--- src/rtl/comb_lut_pkg.sv ---
// Shared types and helpers for the comb_lut_array slice.
//   state_e  : sweep engine FSM state (StIdle, StSweep)
//   DefNIn   : default input vector width
//   DefNOut  : default number of output functions
//   tbl_w()  : truth-table width for a given input width (2^n_in)
//   fn_w()   : width of the table-select field (at least 1 bit)
//   idx_w()  : sweep index width; one spare bit so the terminal count never wraps
package comb_lut_pkg;

  localparam int unsigned DefNIn  = 4;
  localparam int unsigned DefNOut = 3;

  typedef enum logic [0:0] {
    StIdle  = 1'b0,
    StSweep = 1'b1
  } state_e;

  function automatic int unsigned tbl_w(input int unsigned n_in);
    return 32'd1 << n_in;
  endfunction

  function automatic int unsigned fn_w(input int unsigned n_out);
    return (n_out > 1) ? $clog2(n_out) : 1;
  endfunction

  function automatic int unsigned idx_w(input int unsigned n_in);
    return n_in + 1;
  endfunction

endpackage

--- src/rtl/comb_lut_sweep_ctr.sv ---
// Sweep engine: walks index 0..2^N_IN-1, holding each index for DWELL cycles.
// Ports:
//   clk, rst  : clock, asynchronous active-high reset
//   start_i   : start request (only honoured while idle)
//   busy_o    : high while sweeping
//   idx_o     : index currently presented
//   first_o   : current cycle is the first dwell cycle of idx_o
//   last_o    : current cycle is the final dwell cycle of the final index
module comb_lut_sweep_ctr
  import comb_lut_pkg::*;
#(
  parameter int unsigned N_IN  = DefNIn,
  parameter int unsigned DWELL = 1
) (
  input  logic            clk,
  input  logic            rst,
  input  logic            start_i,
  output logic            busy_o,
  output logic [N_IN-1:0] idx_o,
  output logic            first_o,
  output logic            last_o
);

  localparam int unsigned IdxW = idx_w(N_IN);
  localparam int unsigned DwW  = (DWELL > 1) ? $clog2(DWELL) : 1;

  localparam logic [IdxW-1:0] LastIdx   = {1'b0, {N_IN{1'b1}}};
  localparam logic [DwW-1:0]  LastDwell = DwW'(DWELL - 1);

  state_e          state_q, state_d;
  logic [IdxW-1:0] idx_q, idx_d;
  logic [DwW-1:0]  dwell_q, dwell_d;

  always_comb begin
    state_d = state_q;
    idx_d   = idx_q;
    dwell_d = dwell_q;
    last_o  = 1'b0;
    unique case (state_q)
      StIdle: begin
        if (start_i) begin
          state_d = StSweep;
          idx_d   = '0;
          dwell_d = '0;
        end
      end
      StSweep: begin
        if (dwell_q == LastDwell) begin
          dwell_d = '0;
          if (idx_q == LastIdx) begin
            state_d = StIdle;
            idx_d   = '0;
            last_o  = 1'b1;
          end else begin
            idx_d = idx_q + 1'b1;
          end
        end else begin
          dwell_d = dwell_q + 1'b1;
        end
      end
      default: state_d = StIdle;
    endcase
  end

  always_ff @(posedge clk or posedge rst) begin
    if (rst) begin
      state_q <= StIdle;
      idx_q   <= '0;
      dwell_q <= '0;
    end else begin
      state_q <= state_d;
      idx_q   <= idx_d;
      dwell_q <= dwell_d;
    end
  end

  assign busy_o  = (state_q == StSweep);
  assign idx_o   = idx_q[N_IN-1:0];
  assign first_o = busy_o && (dwell_q == '0);

endmodule

--- src/rtl/comb_lut_array.sv ---
// Array of N_OUT runtime-loadable truth tables over an N_IN-bit input, evaluated
// with a 1-cycle registered valid/ready path, plus a self-characterisation sweep.
// Optional build macro: COMB_LUT_ARRAY_PARITY_EN adds out_par = ^out_f.
// Ports:
//   clk, rst              : clock, asynchronous active-high reset
//   cfg_we/cfg_fn/cfg_data: table write (cfg_fn >= N_OUT ignored)
//   in_valid/in_a/in_ready: evaluation request handshake
//   sweep_start/busy/done : sweep control and status
//   out_valid/out_a/out_f : registered result (out_f[k] = table[k][out_a])
//   out_par               : (parity build only) XOR of out_f
module comb_lut_array
  import comb_lut_pkg::*;
#(
  parameter int unsigned N_IN  = DefNIn,
  parameter int unsigned N_OUT = DefNOut,
  parameter int unsigned DWELL = 1
) (
  input  logic                     clk,
  input  logic                     rst,
  input  logic                     cfg_we,
  input  logic [fn_w(N_OUT)-1:0]   cfg_fn,
  input  logic [tbl_w(N_IN)-1:0]   cfg_data,
  input  logic                     in_valid,
  input  logic [N_IN-1:0]          in_a,
  output logic                     in_ready,
  input  logic                     sweep_start,
  output logic                     sweep_busy,
  output logic                     sweep_done,
  output logic                     out_valid,
  output logic [N_IN-1:0]          out_a,
  output logic [N_OUT-1:0]         out_f
`ifdef COMB_LUT_ARRAY_PARITY_EN
  ,
  output logic                     out_par
`endif
);

  localparam int unsigned TblW = tbl_w(N_IN);

  logic [TblW-1:0]  tbl_q [N_OUT];
  logic             fn_ok;
  logic             busy;
  logic [N_IN-1:0]  sweep_idx;
  logic             sweep_first;
  logic             sweep_last;
  logic             accept;
  logic             fire;
  logic [N_IN-1:0]  sel_a;
  logic [N_OUT-1:0] lut_f;

  logic             out_valid_q;
  logic [N_IN-1:0]  out_a_q;
  logic [N_OUT-1:0] out_f_q;
  logic             sweep_done_q;

  comb_lut_sweep_ctr #(
    .N_IN  (N_IN),
    .DWELL (DWELL)
  ) u_sweep_ctr (
    .clk     (clk),
    .rst     (rst),
    .start_i (sweep_start),
    .busy_o  (busy),
    .idx_o   (sweep_idx),
    .first_o (sweep_first),
    .last_o  (sweep_last)
  );

  assign fn_ok    = (32'(cfg_fn) < N_OUT);
  assign in_ready = ~busy;
  // A same-cycle sweep_start wins over an evaluation request.
  assign accept   = in_valid && in_ready && !sweep_start;
  assign fire     = accept || sweep_first;
  assign sel_a    = busy ? sweep_idx : in_a;

  // Reads the registered tables, so a same-cycle write is not yet visible.
  always_comb begin
    lut_f = '0;
    for (int k = 0; k < N_OUT; k++) begin
      lut_f[k] = tbl_q[k][sel_a];
    end
  end

  always_ff @(posedge clk or posedge rst) begin
    if (rst) begin
      for (int k = 0; k < N_OUT; k++) begin
        tbl_q[k] <= '0;
      end
    end else if (cfg_we && fn_ok) begin
      tbl_q[cfg_fn] <= cfg_data;
    end
  end

  // The done pulse marks the end of the last index's dwell, so a full sweep
  // spans exactly 2^N_IN*DWELL cycles from start to done.
  always_ff @(posedge clk or posedge rst) begin
    if (rst) begin
      out_valid_q  <= 1'b0;
      out_a_q      <= '0;
      out_f_q      <= '0;
      sweep_done_q <= 1'b0;
    end else begin
      out_valid_q  <= fire;
      sweep_done_q <= sweep_last;
      if (fire) begin
        out_a_q <= sel_a;
        out_f_q <= lut_f;
      end
    end
  end

`ifdef COMB_LUT_ARRAY_PARITY_EN
  logic par_q;

  always_ff @(posedge clk or posedge rst) begin
    if (rst) begin
      par_q <= 1'b0;
    end else if (fire) begin
      par_q <= ^lut_f;
    end
  end

  assign out_par = par_q;
`endif

  assign out_valid  = out_valid_q;
  assign out_a      = out_a_q;
  assign out_f      = out_f_q;
  assign sweep_done = sweep_done_q;
  assign sweep_busy = busy;

endmodule

--- config.mk ---
export PLATFORM = sky130hd
export DESIGN_NAME = comb_lut_array
export DESIGN_NICKNAME = d
export VERILOG_FILES = /design/src/rtl/comb_lut_pkg.sv /design/src/rtl/comb_lut_sweep_ctr.sv /design/src/rtl/comb_lut_array.sv
export SDC_FILE = /design/constraint.sdc
export NUM_CORES = 1
export LEC_CHECK = 0
export CAP_MARGIN = 20
export CORE_UTILIZATION = 25
export DETAILED_ROUTE_END_ITERATION = 6
export PLACE_DENSITY = 0.44
export SLEW_MARGIN = 10
export SYNTH_ARGS = -nofsm -noshare
export SYNTH_HDL_FRONTEND = slang
export SYNTH_SLANG_ARGS = --single-unit
export TNS_END_PERCENT = 1
--- constraint.sdc ---
create_clock -name clk -period 2.1 [get_ports clk]
set_input_delay 0.42 -clock clk [delete_from_list [all_inputs] [get_ports clk]]
set_output_delay 0.42 -clock clk [all_outputs]
set_load 0.01 [all_outputs]
Yosys cells after proc, flatten, opt, wreduce, memory -nomap -nowiden
Index checks and enable logic that the tools add are counted.

Register bits after elaboration: 64. Input bits: 27.

Add/sub/neg operators: 2. $lt $le $gt $ge: 4. Eq/ne operators: 3. Mux-type cells: 24. Bitwise logic cells: 3. Reduce and logical (&&, ||, !) cells: 8.

Operators with widths (number): bitwise mux 48 bit (1); demux 16 bit (select 2 bit) (1); 2-to-1 mux 16 bit (1); 2-to-1 mux 5 bit (3); binary-select mux 1 bit (select 4 bit) (3); 2-to-1 mux 1 bit (11); one-hot mux 5 bit (2 select lines) (1); adder 5 x 1 -> 5 bit (second input constant) (1); == test 5 x 4 -> 1 bit (second input constant) (1); logical AND 1 bit (5); < comparator 4 x 5 -> 1 bit (second input constant) (1); 2-to-1 mux 4 bit (1); one-hot mux 1 bit (2 select lines) (2); greater-or-equal comparator 3 bit (second input constant) (1); < comparator 3 x 1 -> 1 bit (second input constant) (1); NOT 2 -> 3 bit (1); < comparator 2 bit (second input constant) (1); != test 2 x 1 -> 1 bit (second input constant) (1); != test 2 bit (second input constant) (1); NOT 1 bit (2); AND reduction 2 bit (1); adder 1 bit (second input constant) (1); zero test 1 bit (1); logical OR 1 bit (1).

Depth between registers and ports, before layout
Word-level depth: 6. Mapped depth: 7. Mapped depth without buffers: 5.

Hierarchy
From an unflattened synthesis, not the netlist that was laid out.

Cells, all modules: 250. Area total of the unflattened synthesis: 3130.5 µm².

By module, submodules not included: comb_lut_array (times used 1, cells each 216, area an instance 2810.2 µm²); comb_lut_sweep_ctr (times used 1, cells each 34, area an instance 320.3 µm²).

Worst setup path after synthesis
No wires, ideal clock.

Kind: reg2reg. Start: register u_sweep_ctr.state_q (netlist: u_sweep_ctr.busy_o). End: register out_f_q[0] (netlist: out_f[0]). Library setup time: 0.132 ns. Data arrival time: 1.697 ns. Required time: 1.968 ns. Path slack: 0.270 ns. Stages on the path, launching flop included: 5. Period minus slack after synthesis: 1.830 ns. Path through: dfrtp_1 mux2i_4 mux4_2 a211oi_1 o22ai_1.

Cells in the longest elaborated chain, start to end: 4. Elaborated cells between the ends (all ways): 8.

Ends and longest elaborated chain: start: declaration (line comb_lut_sweep_ctr.sv:30) `state_e state_q, state_d;`; start signal: assignment (line comb_lut_sweep_ctr.sv:67) `state_q <= StIdle;`; start signal: assignment (line comb_lut_sweep_ctr.sv:71) `state_q <= state_d;`; parallel branches: the longest is 4 deep, another holds 2-to-1 mux 4 bit; end signal: assignment (line comb_lut_array.sv:107) `out_f_q <= lut_f;`; end: declaration (line comb_lut_array.sv:53) `logic [N_OUT-1:0] out_f_q;`.

Several ways; the timed one is not identified. The select of a mux whose other input is x is not followed. A chain may end at the register's enable or synchronous reset.

Worst setup path after layout
Start: register u_sweep_ctr.state_q (netlist: u_sweep_ctr.busy_o). End: output sweep_busy.

RTL lines: end: declaration (line comb_lut_array.sv:27) `output logic sweep_busy,`.

No word-level cell between the ends.

==> Flow_metrics.wiki <==
{| class="wikitable"
! Metric !! Value
|-
| Outcome || finished, violations left
|-
| Failing checks || DRC
|-
| WP data arrival || between 1500 and 2000 ps
|-
| Count of input and output buffers || 37
|-
| Cell-by-cell trace of the critical path || buf_12 > clkdlybuf4s50_1
|-
| Layout Utilization || 34.54%
|-
| CP Capture Type || output pin
|-
| Post-Synth XOR/XNOR Area || less than 1%
|-
| Part of the power in combinational logic || 39.6%
|-
| Peak per-stage delay on the critical path || ~550 ps
|-
| Sequential cell fraction of total power || about a third
|-
| Fin crit period || between 1500 and 2000 ps
|-
| Seq/Total Area, Yosys || approximately 52%
|-
| Starting utilization of the core area || 26.02%
|-
| Number of vias per cell || 4.840
|-
| Highest-delay cell along the critical path || clkdlybuf4s50_1
|-
| Depth of the CTS H-tree || 3
|-
| Share of cells above drive strength 1 || 29.14%
|-
| Final worst clock skew || 6.150 ps
|-
| Vert. Die Dim || 111.9 um
|-
| Cell class contributing the biggest share of worst-path delay || buffers and inverters
|-
| Power Internal || 3.465 mW
|-
| NetSw || between 1.5 and 2 mW
|-
| Static Leakage || around 1.7 nW
|-
| Number of fill cells || ~1200
|-
| Path category of the worst min-delay check || in -> async
|-
| Net switching share of the total power || between 30% and 40%
|-
| Crit Path Max Fanout || 30
|-
| Number of hold violations in the final report || 0
|-
| Total I/O pin count || 38
|-
| Clk Latency, worst-skew pair || 330 ps
|-
| Ant. Diodes || 0
|-
| Clock edge transition at the registers on the reported setup and hold paths || 50 ps
|-
| First drt pass iteration count || 6
|-
| Syn-to-layout area delta || 32.75%
|-
| Final setup TNS || 0 ps
|-
| DRC violation total after the first TritonRoute iteration || 85
|-
| Clock share of power || 26.6%
|-
| Count of maximum capacitance violations || 0
|-
| Max Clk Rate || 512.7 MHz
|-
| Simple-gate portion of the synthesized area || 6.957%
|-
| Number of nets in the synthesized netlist || 272
|-
| Count of mapped cells out of synthesis || 244
|-
| Number of pins exceeding their max-slew limit in the final report || 0
|-
| Number of resized instances in the post-cts repair step || 1
|-
| Detailed-route DRC error count || 2
|-
| Std cell rows || 39
|-
| CTS Buf Count || 9
|-
| Count of yosys warnings during synthesis || 0
|-
| Distinct cell type count after synthesis || 36
|-
| Worst-Margin Slew || 450.8 ps
|-
| Nature of the critical path startpoint || flop
|-
| Cts-stage hold buffer count || 0
|-
| Total Die Area || 12530 um^2
|-
| GPL Wtd Cong || 0.7480
|-
| Number of buffers on the longest clock path || 2
|-
| Overall power after layout || 5.241 mW
|-
| Area of the mapped netlist || around 3000 um^2
|-
| Vias in the first global route || 2164
|-
| Adder-cell share of the synthesized area || 0.4141%
|-
| Data required time of the worst path || ~1700 ps
|-
| Max rail drop VDD || slightly above 0.4 mV
|-
| Post-Route WL || 7424 um
|-
| Buf/Inv on CP || 2
|-
| Post-CTS Setup Repair Bufs || 0
|-
| Power density over the cells || 1307 nW/um^2
|-
| Critical setup path kind || reg -> out
|-
| All-layer global routing usage || between 10% and 20%
|-
| Initial antenna violation count || 0
|-
| Proportion of synthesized area in mux cells || between 20% and 30%
|-
| CTS sink cnt || between 60 and 70
|-
| Combinational family with the most area after synthesis || multiplexers
|-
| Total grt overflow || 0
|-
| Number of nets in the final layout || 325
|-
| Detail Placement HPWL || approximately 5400 um
|-
| Complex-gate fraction of the synthesized area || 11.18%
|-
| Core Area || 11610 um^2
|-
| Post-DRT Antenna Nets || 0
|-
| Pin count of the biggest net entering global routing || 44
|-
| Synthesized area divided by synthesized cell count || 12.38 um^2
|-
| Period Utilization, post-route || 92.88%
|-
| First-pass GRT wire length || 12170 um
|-
| Average wire length per cell after detail routing || 16.68 um
|-
| Number of synthesized register bits || 63
|-
| TritonCTS clock tree || done
|-
| Setup repair after global routing missed its margin || no
|-
| Final number of setup-violating endpoints || 0
|-
| Via count || roughly 2200
|-
| Horizontal extent of the die || 111.9 um
|-
| Relative slew slack || 69.95%
|-
| Clock root cell || clkbuf_16
|}
==> cells in the mapped netlist <==
cell type / n / area share (%)
clkbuf_1: 4 / 0.50
buf_4: 1 / 0.25
nor3_1: 1 / 0.17
mux2i_1: 16 / 5.3
a21oi_2: 1 / 0.29
o2111ai_1: 1 / 0.29
a21oi_1: 12 / 2.0
a221oi_1: 2 / 0.58
mux4_2: 2 / 1.5
nor2_1: 10 / 1.2
o32ai_1: 1 / 0.29
a22oi_1: 4 / 0.99
buf_2: 7 / 1.2
a221o_1: 1 / 0.33
o221ai_1: 3 / 0.87
nor2b_1: 5 / 1.0
o21ai_0: 3 / 0.50
nor3b_2: 1 / 0.41
nand3b_1: 2 / 0.50
xnor2_1: 2 / 0.58
o22a_1: 1 / 0.29
ha_1: 1 / 0.41
inv_1: 5 / 0.62
mux2_2: 48 / 18
a211oi_1: 1 / 0.25
mux2i_4: 2 / 1.5
o211ai_1: 1 / 0.25
o22ai_1: 3 / 0.62
a32oi_1: 4 / 1.2
a32o_1: 3 / 0.99
nand2_1: 25 / 3.1
nand3_1: 3 / 0.50
a2111o_1: 1 / 0.37
o21a_1: 1 / 0.25
dfrtp_1: 63 / 52
a22o_1: 3 / 0.87
==> registers in the layout, indices dropped and copies added (netlist names) <==
| signal | cells |
|---|---|
| out_a | 4 |
| out_f | 3 |
| out_valid | 1 |
| sweep_done | 1 |
| tbl_q | 48 |
| u_sweep_ctr.busy_o | 1 |
| u_sweep_ctr.idx_q | 5 |
==> cell type report <==
| cell class | instances | area (um^2) | area share [%] |
|---|---|---|---|
| clock inverters | 6 | 45.04 | 1.123 |
| multi-input cells | 164 | 1369 | 34.12 |
| flip-flops and latches | 63 | 1577 | 39.30 |
| well taps | 143 | 178.9 | 4.460 |
| inverters | 5 | 18.77 | 0.4679 |
| repair buffers | 54 | 584.3 | 14.57 |
| clock buffers | 10 | 239.0 | 5.958 |
==> worst paths after layout <==
path,start,endpoint,slack (ps),cells after the start
min,rst,tbl_q[24],290,2
max reg2reg,u_sweep_ctr.busy_o,out_f[1],220,7
min reg2reg,u_sweep_ctr.idx_q[4],sweep_done,460,1
min in group clk,u_sweep_ctr.idx_q[4],sweep_done,460,1
max in group asynchronous,rst,tbl_q[5],1380,3
max,u_sweep_ctr.busy_o,sweep_busy,150,2
==> placed cells by master, fill, tap and decap left out, drive strengths merged, types with 2 or more instances in the layout <==
master,n
mux2i,18
o21ai,3
a32o,3
a32oi,4
mux2,48
nand3b,2
a221oi,2
o221ai,3
inv,6
clkbuf,10
mux4,2
nor2b,5
clkinvlp,3
a22o,3
dfrtp,63
a21oi,13
nand3,3
nor2,10
a22oi,4
clkinv,2
o22ai,3
buf,17
clkdlybuf4s50,36
nand2,25
xnor2,2
==> metrics by stage <==
step	hold WS, ps	area, um^2	instances	setup slack (ps)
CTS	280.9	4011	445	119.2
finish	287.4	4011	445	149.6
global placement	451.4	3729	429	-79.93
detailed placement	454.5	3729	429	-93.49
global route	293.1	4011	445	74.57
floorplan	429.6	3022	244	110.3
==> cell families (layout without fill, tap and decap cells) <==
kind of cell,after synthesis,in the layout
AO/OA/AOI/OAI,46,46
XOR/XNOR,2,2
adder cells (fa/ha/maj),1,1
buffers and inverters,17,75
flip-flops,63,63
multiplexers,68,68
AND/OR/NAND/NOR,47,47
==> per-layer routing <==
| layer | track usage, % | part of all wire (%) |
|---|---|---|
| met5 | 0 | 0 |
| met2 | 19.42 | 46 |
| met1 | 18.29 | 49 |
| met4 | 4.000 | 0.71 |
| met3 | 3.538 | 4.2 |
==> power by group through the flow <==
| stage | registers (mW) | logic [mW] | clock network, mW |
|---|---|---|---|
| global placement | 1.80 | 2.09 | 0 |
| floorplan | 1.73 | 1.36 | 0 |
| CTS | 1.78 | 2.10 | 1.45 |
| global route | 1.81 | 2.29 | 1.49 |
| finish | 1.77 | 2.08 | 1.39 |
| detailed placement | 1.80 | 2.10 | 0 |
Note: power is estimated with default switching activity, not from simulation.
